$ cat config.mk
export PLATFORM = sky130hd
export DESIGN_NAME = muldiv_unit
export DESIGN_NICKNAME = d
export VERILOG_FILES = /design/src/rtl/mips_pkg.sv /design/src/rtl/muldiv_unit.sv
export SDC_FILE = /design/constraint.sdc
export NUM_CORES = 1
export LEC_CHECK = 0
export CAP_MARGIN = 30
export CORE_MARGIN = 3
export CORE_UTILIZATION = 35
export CTS_CLUSTER_DIAMETER = 200
export DETAILED_ROUTE_END_ITERATION = 10
export PLACE_DENSITY = 0.56
export SYNTH_ARGS = -nofsm -noshare
export SYNTH_HDL_FRONTEND = slang
export SYNTH_SLANG_ARGS = --single-unit
$ cat constraint.sdc
create_clock -name clk -period 6.85 [get_ports clk]
set_input_delay 1.0275 -clock clk [delete_from_list [all_inputs] [get_ports clk]]
set_output_delay 1.0275 -clock clk [all_outputs]
set_load 0.01 [all_outputs]
$ cat src/rtl/mips_pkg.sv
// Shared MIPS datapath constants.
// Multiply/divide op encodings (also used by the aludec funct decode) and the
// state encoding of the iterative multiply/divide unit.
package mips_pkg;

  localparam logic [1:0] MD_MULTU = 2'b00;
  localparam logic [1:0] MD_MULT  = 2'b01;
  localparam logic [1:0] MD_DIVU  = 2'b10;
  localparam logic [1:0] MD_DIV   = 2'b11;

  typedef enum logic [1:0] {
    MD_IDLE = 2'b00,
    MD_RUN  = 2'b01,
    MD_FIX  = 2'b10
  } md_state_e;

endpackage

$ cat src/rtl/muldiv_unit.sv
// Iterative multiply/divide unit with architectural HI/LO registers.
// One iteration per clock: shift-add multiply or restoring divide on a shared
// 2*WIDTH accumulator, followed by one sign-correction cycle.
// Ports:
//   clk, reset        clock, asynchronous active-high reset
//   start, op, a, b   launch (accepted only while idle); op = MULTU/MULT/DIVU/DIV
//   hi_we, lo_we      MTHI/MTLO strobes with wdata (accepted only while idle)
//   busy              operation in flight (combinational from state)
//   done              one-cycle pulse once hi/lo hold the new result
//   hi, lo            HI/LO registers
module muldiv_unit
  import mips_pkg::*;
#(
  parameter int WIDTH = 32
) (
  input  logic             clk,
  input  logic             reset,
  input  logic             start,
  input  logic [1:0]       op,
  input  logic [WIDTH-1:0] a,
  input  logic [WIDTH-1:0] b,
  input  logic             hi_we,
  input  logic             lo_we,
  input  logic [WIDTH-1:0] wdata,
  output logic             busy,
  output logic             done,
  output logic [WIDTH-1:0] hi,
  output logic [WIDTH-1:0] lo
);

  localparam int CNT_W = $clog2(WIDTH + 1);
  localparam logic [CNT_W-1:0] LAST = CNT_W'(WIDTH - 1);

  md_state_e          state_q, state_d;
  logic [CNT_W-1:0]   cnt_q, cnt_d;
  // acc: mul = {partial product hi, remaining multiplier}; div = {remainder, quotient}
  logic [2*WIDTH-1:0] acc_q, acc_d;
  logic [WIDTH-1:0]   opb_q, opb_d;     // |multiplicand| or |divisor|
  logic               is_div_q, is_div_d;
  logic               neg_q, neg_d;     // negate product / quotient
  logic               rneg_q, rneg_d;   // negate remainder
  logic               bzero_q, bzero_d;
  logic [WIDTH-1:0]   hi_q, hi_d, lo_q, lo_d;
  logic               done_q, done_d;

  logic               sgn;
  logic [WIDTH-1:0]   a_abs, b_abs;
  logic [WIDTH:0]     add_x, add_y;
  logic [WIDTH+1:0]   add_full;

  // Shared adder: mul adds the multiplicand into the upper half; div subtracts
  // the divisor from the shifted remainder. The extra top bit is the carry out,
  // i.e. "shifted remainder >= divisor", which stays correct even for a zero
  // divisor where the shifted remainder can exceed WIDTH bits.
  always_comb begin
    add_x    = is_div_q ? acc_q[2*WIDTH-1:WIDTH-1] : {1'b0, acc_q[2*WIDTH-1:WIDTH]};
    add_y    = is_div_q ? ~{1'b0, opb_q} : (acc_q[0] ? {1'b0, opb_q} : '0);
    add_full = {1'b0, add_x} + {1'b0, add_y} + (WIDTH+2)'(is_div_q);
  end

  always_comb begin
    sgn   = op[0];
    a_abs = (sgn && a[WIDTH-1]) ? -a : a;
    b_abs = (sgn && b[WIDTH-1]) ? -b : b;

    state_d  = state_q;
    cnt_d    = cnt_q;
    acc_d    = acc_q;
    opb_d    = opb_q;
    is_div_d = is_div_q;
    neg_d    = neg_q;
    rneg_d   = rneg_q;
    bzero_d  = bzero_q;
    hi_d     = hi_q;
    lo_d     = lo_q;
    done_d   = 1'b0;

    unique case (state_q)
      MD_IDLE: begin
        if (hi_we) hi_d = wdata;
        if (lo_we) lo_d = wdata;
        if (start) begin
          // a sits in the low half in both modes: multiplier bits shift out
          // to the right, dividend bits shift out to the left.
          acc_d    = {{WIDTH{1'b0}}, a_abs};
          opb_d    = b_abs;
          is_div_d = op[1];
          neg_d    = sgn && (a[WIDTH-1] ^ b[WIDTH-1]);
          rneg_d   = sgn && op[1] && a[WIDTH-1];
          bzero_d  = (b == '0);
          cnt_d    = '0;
          state_d  = MD_RUN;
        end
      end
      MD_RUN: begin
        if (is_div_q) begin
          if (add_full[WIDTH+1])
            acc_d = {add_full[WIDTH-1:0], acc_q[WIDTH-2:0], 1'b1};
          else
            acc_d = {acc_q[2*WIDTH-2:0], 1'b0};
        end else begin
          acc_d = {add_full[WIDTH:0], acc_q[WIDTH-1:1]};
        end
        cnt_d = cnt_q + 1'b1;
        if (cnt_q == LAST) state_d = MD_FIX;
      end
      MD_FIX: begin
        if (is_div_q) begin
          lo_d = neg_q  ? -acc_q[WIDTH-1:0]       : acc_q[WIDTH-1:0];
          hi_d = rneg_q ? -acc_q[2*WIDTH-1:WIDTH] : acc_q[2*WIDTH-1:WIDTH];
          // Zero divisor: remainder already equals a after sign fix; quotient forced.
          if (bzero_q) lo_d = '1;
        end else begin
          {hi_d, lo_d} = neg_q ? -acc_q : acc_q;
        end
        done_d  = 1'b1;
        state_d = MD_IDLE;
      end
      default: state_d = MD_IDLE;
    endcase
  end

  always_ff @(posedge clk or posedge reset) begin
    if (reset) begin
      state_q  <= MD_IDLE;
      cnt_q    <= '0;
      acc_q    <= '0;
      opb_q    <= '0;
      is_div_q <= 1'b0;
      neg_q    <= 1'b0;
      rneg_q   <= 1'b0;
      bzero_q  <= 1'b0;
      hi_q     <= '0;
      lo_q     <= '0;
      done_q   <= 1'b0;
    end else begin
      state_q  <= state_d;
      cnt_q    <= cnt_d;
      acc_q    <= acc_d;
      opb_q    <= opb_d;
      is_div_q <= is_div_d;
      neg_q    <= neg_d;
      rneg_q   <= rneg_d;
      bzero_q  <= bzero_d;
      hi_q     <= hi_d;
      lo_q     <= lo_d;
      done_q   <= done_d;
    end
  end

  assign busy = (state_q != MD_IDLE);
  assign done = done_q;
  assign hi   = hi_q;
  assign lo   = lo_q;

endmodule
Word-level counts from Yosys, hierarchy flattened
Index checks and enable logic that the tools add are counted.

$add $sub $neg: 8. Equal/unequal tests: 7. Muxes and demuxes: 25. Bitwise gates (word level): 2. Reduce and logical (&&, ||, !) cells: 15.

Operators with widths (count): 32-bit two-way mux (10); 64-bit two-way mux (4); 32-bit negator (4); 32-bit one-hot mux with 2 select lines (2); 64-bit one-hot mux with 2 select lines (1); 33-bit two-way mux (2); 64-bit negator (1); 33-bit by 33-bit adder with 34-bit output (1); 34-bit by 1-bit adder with 34-bit output (1); 32-bit inverter with 33-bit output (1); 32-bit zero test (1); 6-bit one-hot mux with 2 select lines (1); 2-bit AND reduction (5); 2-bit inequality test (second input constant) (4); 6-bit by 1-bit adder with 6-bit output (second input constant) (1); 6-bit by 5-bit == test with 1-bit output (second input constant) (1); 6-bit two-way mux (1); 2-bit nonzero test (3); 1-bit logical AND (5); 2-bit two-way mux (2); 2-bit one-hot mux with 2 select lines (1); 2-bit by 1-bit == test with 1-bit output (second input constant) (1); 2-bit == test (second input constant) (1); 2-bit zero test (1); 2 further kinds (2).

Register bits: 173. Bits of input ports: 103. Output and inout bits: 66. Logic and storage cells: 68.

Logic depth before layout (Yosys ltp)
Depth after elaboration: 7. Depth in mapped cells: 18. Depth with buffers taken out: 16.

Worst setup path after synthesis
No wires, ideal clock.

Path kind: register to register. From: reg is_div_q. To: reg acc_q[41]. Setup time: 0.125 ns. Arrival time: 3.934 ns. Path slack: 2.790 ns. Stages on the path, launching flop included: 17. Period minus slack after synthesis: 4.060 ns. Cell sequence: dfrtp_1 clkbuf_1 clkbuf_1 buf_1 mux2_2 ha_1 buf_2 and3_1 clkbuf_1 and3_1 nand4_1 o21bai_1 and3_1 o22a_1 clkbuf_1 o221ai_1 o21ai_1.

Cells in the longest elaborated chain, start to end: 6. Elaborated cells between the ends (all ways): 7.

RTL lines: start: declaration (RTL line muldiv_unit.sv:39) `logic is_div_q, is_div_d;`; start signal: assignment (RTL line muldiv_unit.sv:141) `is_div_q <= is_div_d;`; 33-bit two-way mux, on equally long branches (RTL line muldiv_unit.sv:56, muldiv_unit.sv:57); 33-bit by 33-bit adder with 34-bit output (RTL line muldiv_unit.sv:58) `add_full = {1'b0, add_x} + {1'b0, add_y} + (WIDTH+2)'(is_div_q);`; 34-bit by 1-bit adder with 34-bit output (RTL line muldiv_unit.sv:58); 64-bit two-way mux (RTL line muldiv_unit.sv:97) `if (add_full[WIDTH+1])`; 64-bit two-way mux * (RTL line muldiv_unit.sv:96) `if (is_div_q) begin`; 64-bit one-hot mux with 2 select lines * (RTL line muldiv_unit.sv:78) `unique case (state_q)`; end signal: assignment (RTL line muldiv_unit.sv:127) `acc_q <= '0;`; end signal: assignment (RTL line muldiv_unit.sv:139) `acc_q <= acc_d;`; end: declaration (RTL line muldiv_unit.sv:37) `logic [2*WIDTH-1:0] acc_q, acc_d;`.

Every way passes the cells marked *; elsewhere a longest branch is shown, timed or not. A chain may end at the register's enable or synchronous reset.

Final worst setup path
From: reg is_div_q. To: reg acc_q[50].

The elaborated chain is that of the path after synthesis.

==> results.cfg <==
[status]
status = finished clean

[global_routing]
grt_max_degree = 75
antenna_found_initial = 0
grt_overflow_total = 0
grt_pass1_vias = 12218
track_usage = 0.214
grt_pass1_wl_um = 71000

[placement]
io_buffers = 168
pre_cts_ws_ns = 2.19
gp_congestion = 0.947
dp_hpwl_um = 34000

[clock_tree]
cts_tree = built
post_cts_buffers = 0
cts_resized = 0
cts_sinks = 173
ctsRootBufferMaster = clkbuf_16
cts_buffer_depth = 2
path_clk_slew_ns = 0.07
cts_inserted_buffers = 17
clk-insertion-delay-late_ns = 0.44
h-tree-depth = 4
hold_buffers = 0

[route]
routed_wl_um = 44700
drt_iter0_markers = 1091
drtAntennaViolNets = 0
route.vias.total = 12900
via_per_inst = 5.62
firstDrtPassIters = 5
wl_per_cell_um = 19.5
route.detailed.drc = 0

[power_and_ir_drop]
p_sw_frac = 0.483
power.total_mw = 7.77
seqPwrFrac = 0.271
powerDensity_nw_per_um2 = 481
leakage_nw = 6.24
ir_drop_mv = 0.180
p_sw_mw = 3.76
p_int_mw = 4.02
p_clk_frac = 0.137
p_comb_frac = 0.592

[critical_path]
r2r_end = acc_q[50]
worst-path-stages = 14
crit_required_ns = 7.17
cp_top_family = compound AO/OA/AOI/OAI gates
cp_num_buf_inv = 3
cp-end-kind = flop
crit_start = is_div_q
slowest_delay_ns = 0.96
r2r_start = is_div_q
crit_path_end = acc_q[50]
rr_worst_depth = 14
start_kind = flop
reg2reg_setup_slack_ns = 2.07
path_class = flop to flop
cp_slowest_cell = dfrtp_4
worstPathCellList = inv_1 -> buf_4 -> a21boi_0 -> fa_1 -> inv_1 -> fa_1 -> a211oi_1 -> nor2_1 -> o31ai_1 -> a21oi_1 -> o21a_1 -> o211ai_1 -> nor2_1 -> o41ai_1
crit_fanout = 74
arrival_ns = 5.10

[synthesis]
yosys_warnings = 0
ys_seq_area_frac = 0.321
synth_cells = 1693
synthesis.area_um2 = 13500
syn_nets = 1835
async_reset_ff_frac = 1.00
post_synth.cell_area_avg_um2 = 7.96
synth.area.top_cells = dfrtp_1 (32%), nand2_1 (6.5%), o21ai_0 (6.4%)
synth.distinct_cells = 80
yosysTopAreaCellShare = 0.321
yosysTopAreaCell = dfrtp_1
synth-seq-cells = 173
synth_edf_count = 0
synth_flop_cell = dfrtp_1

[cells_and_area]
final_common_cell = nand2_1
diodes = 0
final_cell_mix = nand2_1 (231), o21ai_0 (173), dfrtp_1 (172)
layout-drive-gt1-share = 0.0700
fillers = 3832
fin_nets = 1915
syn_to_final_growth_pct = 20.0

[sta]
fin_crit_sh = 0.699
tns_ns = 0
slew_headroom = 0.323
fin_crit_ns = 4.78
worstMarginPinSlew_ns = 1.02
finalMaxSlewViolations = 0
setup_ws_ns = 2.07
max_freq_mhz = 209
final_hold_viol_count = 0
rsz0062_at_grt = false
worst_clock_skew_ns = 0.0141
setup_viol = 0

[floorplan]
dieArea_um2 = 40900
fp.coreArea_um2 = 37800
fp.dieH_um = 202
floorplan.rows = 71
io_pins = 169
die_w_um = 202
start_util = 0.356

[min_path]
hp-class = flop to flop

[job]
max_cap_viol_count = 0
==> worst reg2reg max path, delay by kind of cell (launching register included) <==
family          cells  cell delay, ns
flops               1            0.96
simple gates        2            0.18
buf+inv             3            0.48
compound gates      7            2.37
fa+ha+maj           2            0.67
==> cells by family (layout without fill, tap and decap cells) <==
group / after synthesis / after routing / synth area share
buffers and inverters: 150 / 243 / 0.0436
AOI/OAI and AO/OA: 576 / 576 / 0.258
DFF: 173 / 173 / 0.321
muxes: 66 / 66 / 0.0519
adders and majority gates: 39 / 39 / 0.0373
xor gates and xnor gates: 132 / 132 / 0.0858
and+or+nand+nor: 557 / 557 / 0.202
==> how the worst min path moves through the flow <==
stage | startpoint | to | slack, ns | cells past startpoint
after global routing | lo[7] | lo[7] | 0.50 | 2
after floorplan | cnt_q[5] | cnt_q[5] | 0.44 | 1
after CTS | cnt_q[5] | cnt_q[5] | 0.48 | 1
after detailed placement | lo[7] | lo[7] | 0.47 | 2
final | cnt_q[5] | cnt_q[5] | 0.48 | 1
after global placement | cnt_q[5] | cnt_q[5] | 0.46 | 1
==> power groups by stage <==
stage	clock network, mW	logic [mW]	registers, mW
after CTS	1.09	4.52	2.11
final	1.07	4.60	2.11
after floorplan	0	3.39	1.81
after detailed placement	0	4.50	2.13
after global routing	1.13	5.10	2.18
after global placement	0	4.48	2.12
==> Yosys cell counts, types with 7 or more instances <==
| cell | instances |
|---|---|
| xor2_1 | 58 |
| o21ai_1 | 54 |
| or2_2 | 8 |
| nand4_1 | 7 |
| or3_1 | 24 |
| xnor2_1 | 74 |
| nor2_1 | 105 |
| and2_1 | 9 |
| o31ai_1 | 29 |
| o21ai_0 | 173 |
| a211oi_1 | 20 |
| a21oi_1 | 144 |
| ha_1 | 37 |
| o221ai_1 | 12 |
| mux2_2 | 31 |
| o211ai_1 | 19 |
| a21o_1 | 19 |
| and3_1 | 16 |
| inv_1 | 24 |
| buf_1 | 10 |
| o22ai_1 | 22 |
| dfrtp_1 | 173 |
| nand2_1 | 232 |
| nand3_1 | 24 |
| a31oi_1 | 21 |
| or4_1 | 15 |
| nor2b_1 | 8 |
| buf_2 | 8 |
| nor4_1 | 10 |
| nor3_1 | 52 |
| o41ai_1 | 14 |
| nand2b_1 | 12 |
| mux2i_1 | 35 |
| clkbuf_1 | 105 |
==> stage by stage <==
stage | instances | cell area (µm²) | utilization | hold slack [ns]
final | 2297 | 16200 | 0.427 | 0.476
after global routing | 2297 | 16200 | 0.427 | 0.503
after CTS | 2296 | 16100 | 0.427 | 0.481
after detailed placement | 2264 | 15500 | 0.410 | 0.470
after global placement | 2262 | 15500 | 0.409 | 0.456
after floorplan | 1693 | 13500 | - | 0.436
==> layer usage <==
metal  vias up  share of wire  GRT usage
met3        28          0.065     0.0349
met2       416           0.43      0.322
li1       6323              -          -
met1      6133           0.49      0.324
met5         -              0          0
met4         0          0.015     0.0450
==> area by class of cell <==
cell class,instances,area (µm²),share of cell area
repair buffers,186,1860,0.115
well taps,511,639,0.0395
flip-flops and latches,173,4330,0.268
clock inverters,12,174,0.0108
clock buffers,20,457,0.0282
inverters,25,98.8,0.00611
multi-input cells,1370,8600,0.532
==> state kept, by name (all words and copies together), names as in the netlist <==
register	flops
acc_q	64
neg_q	1
opb_q	32
done	1
is_div_q	1
hi	32
bzero_q	1
state_q	2
rneg_q	1
lo	32
cnt_q	6
Power figures use the tool's default switching activity.
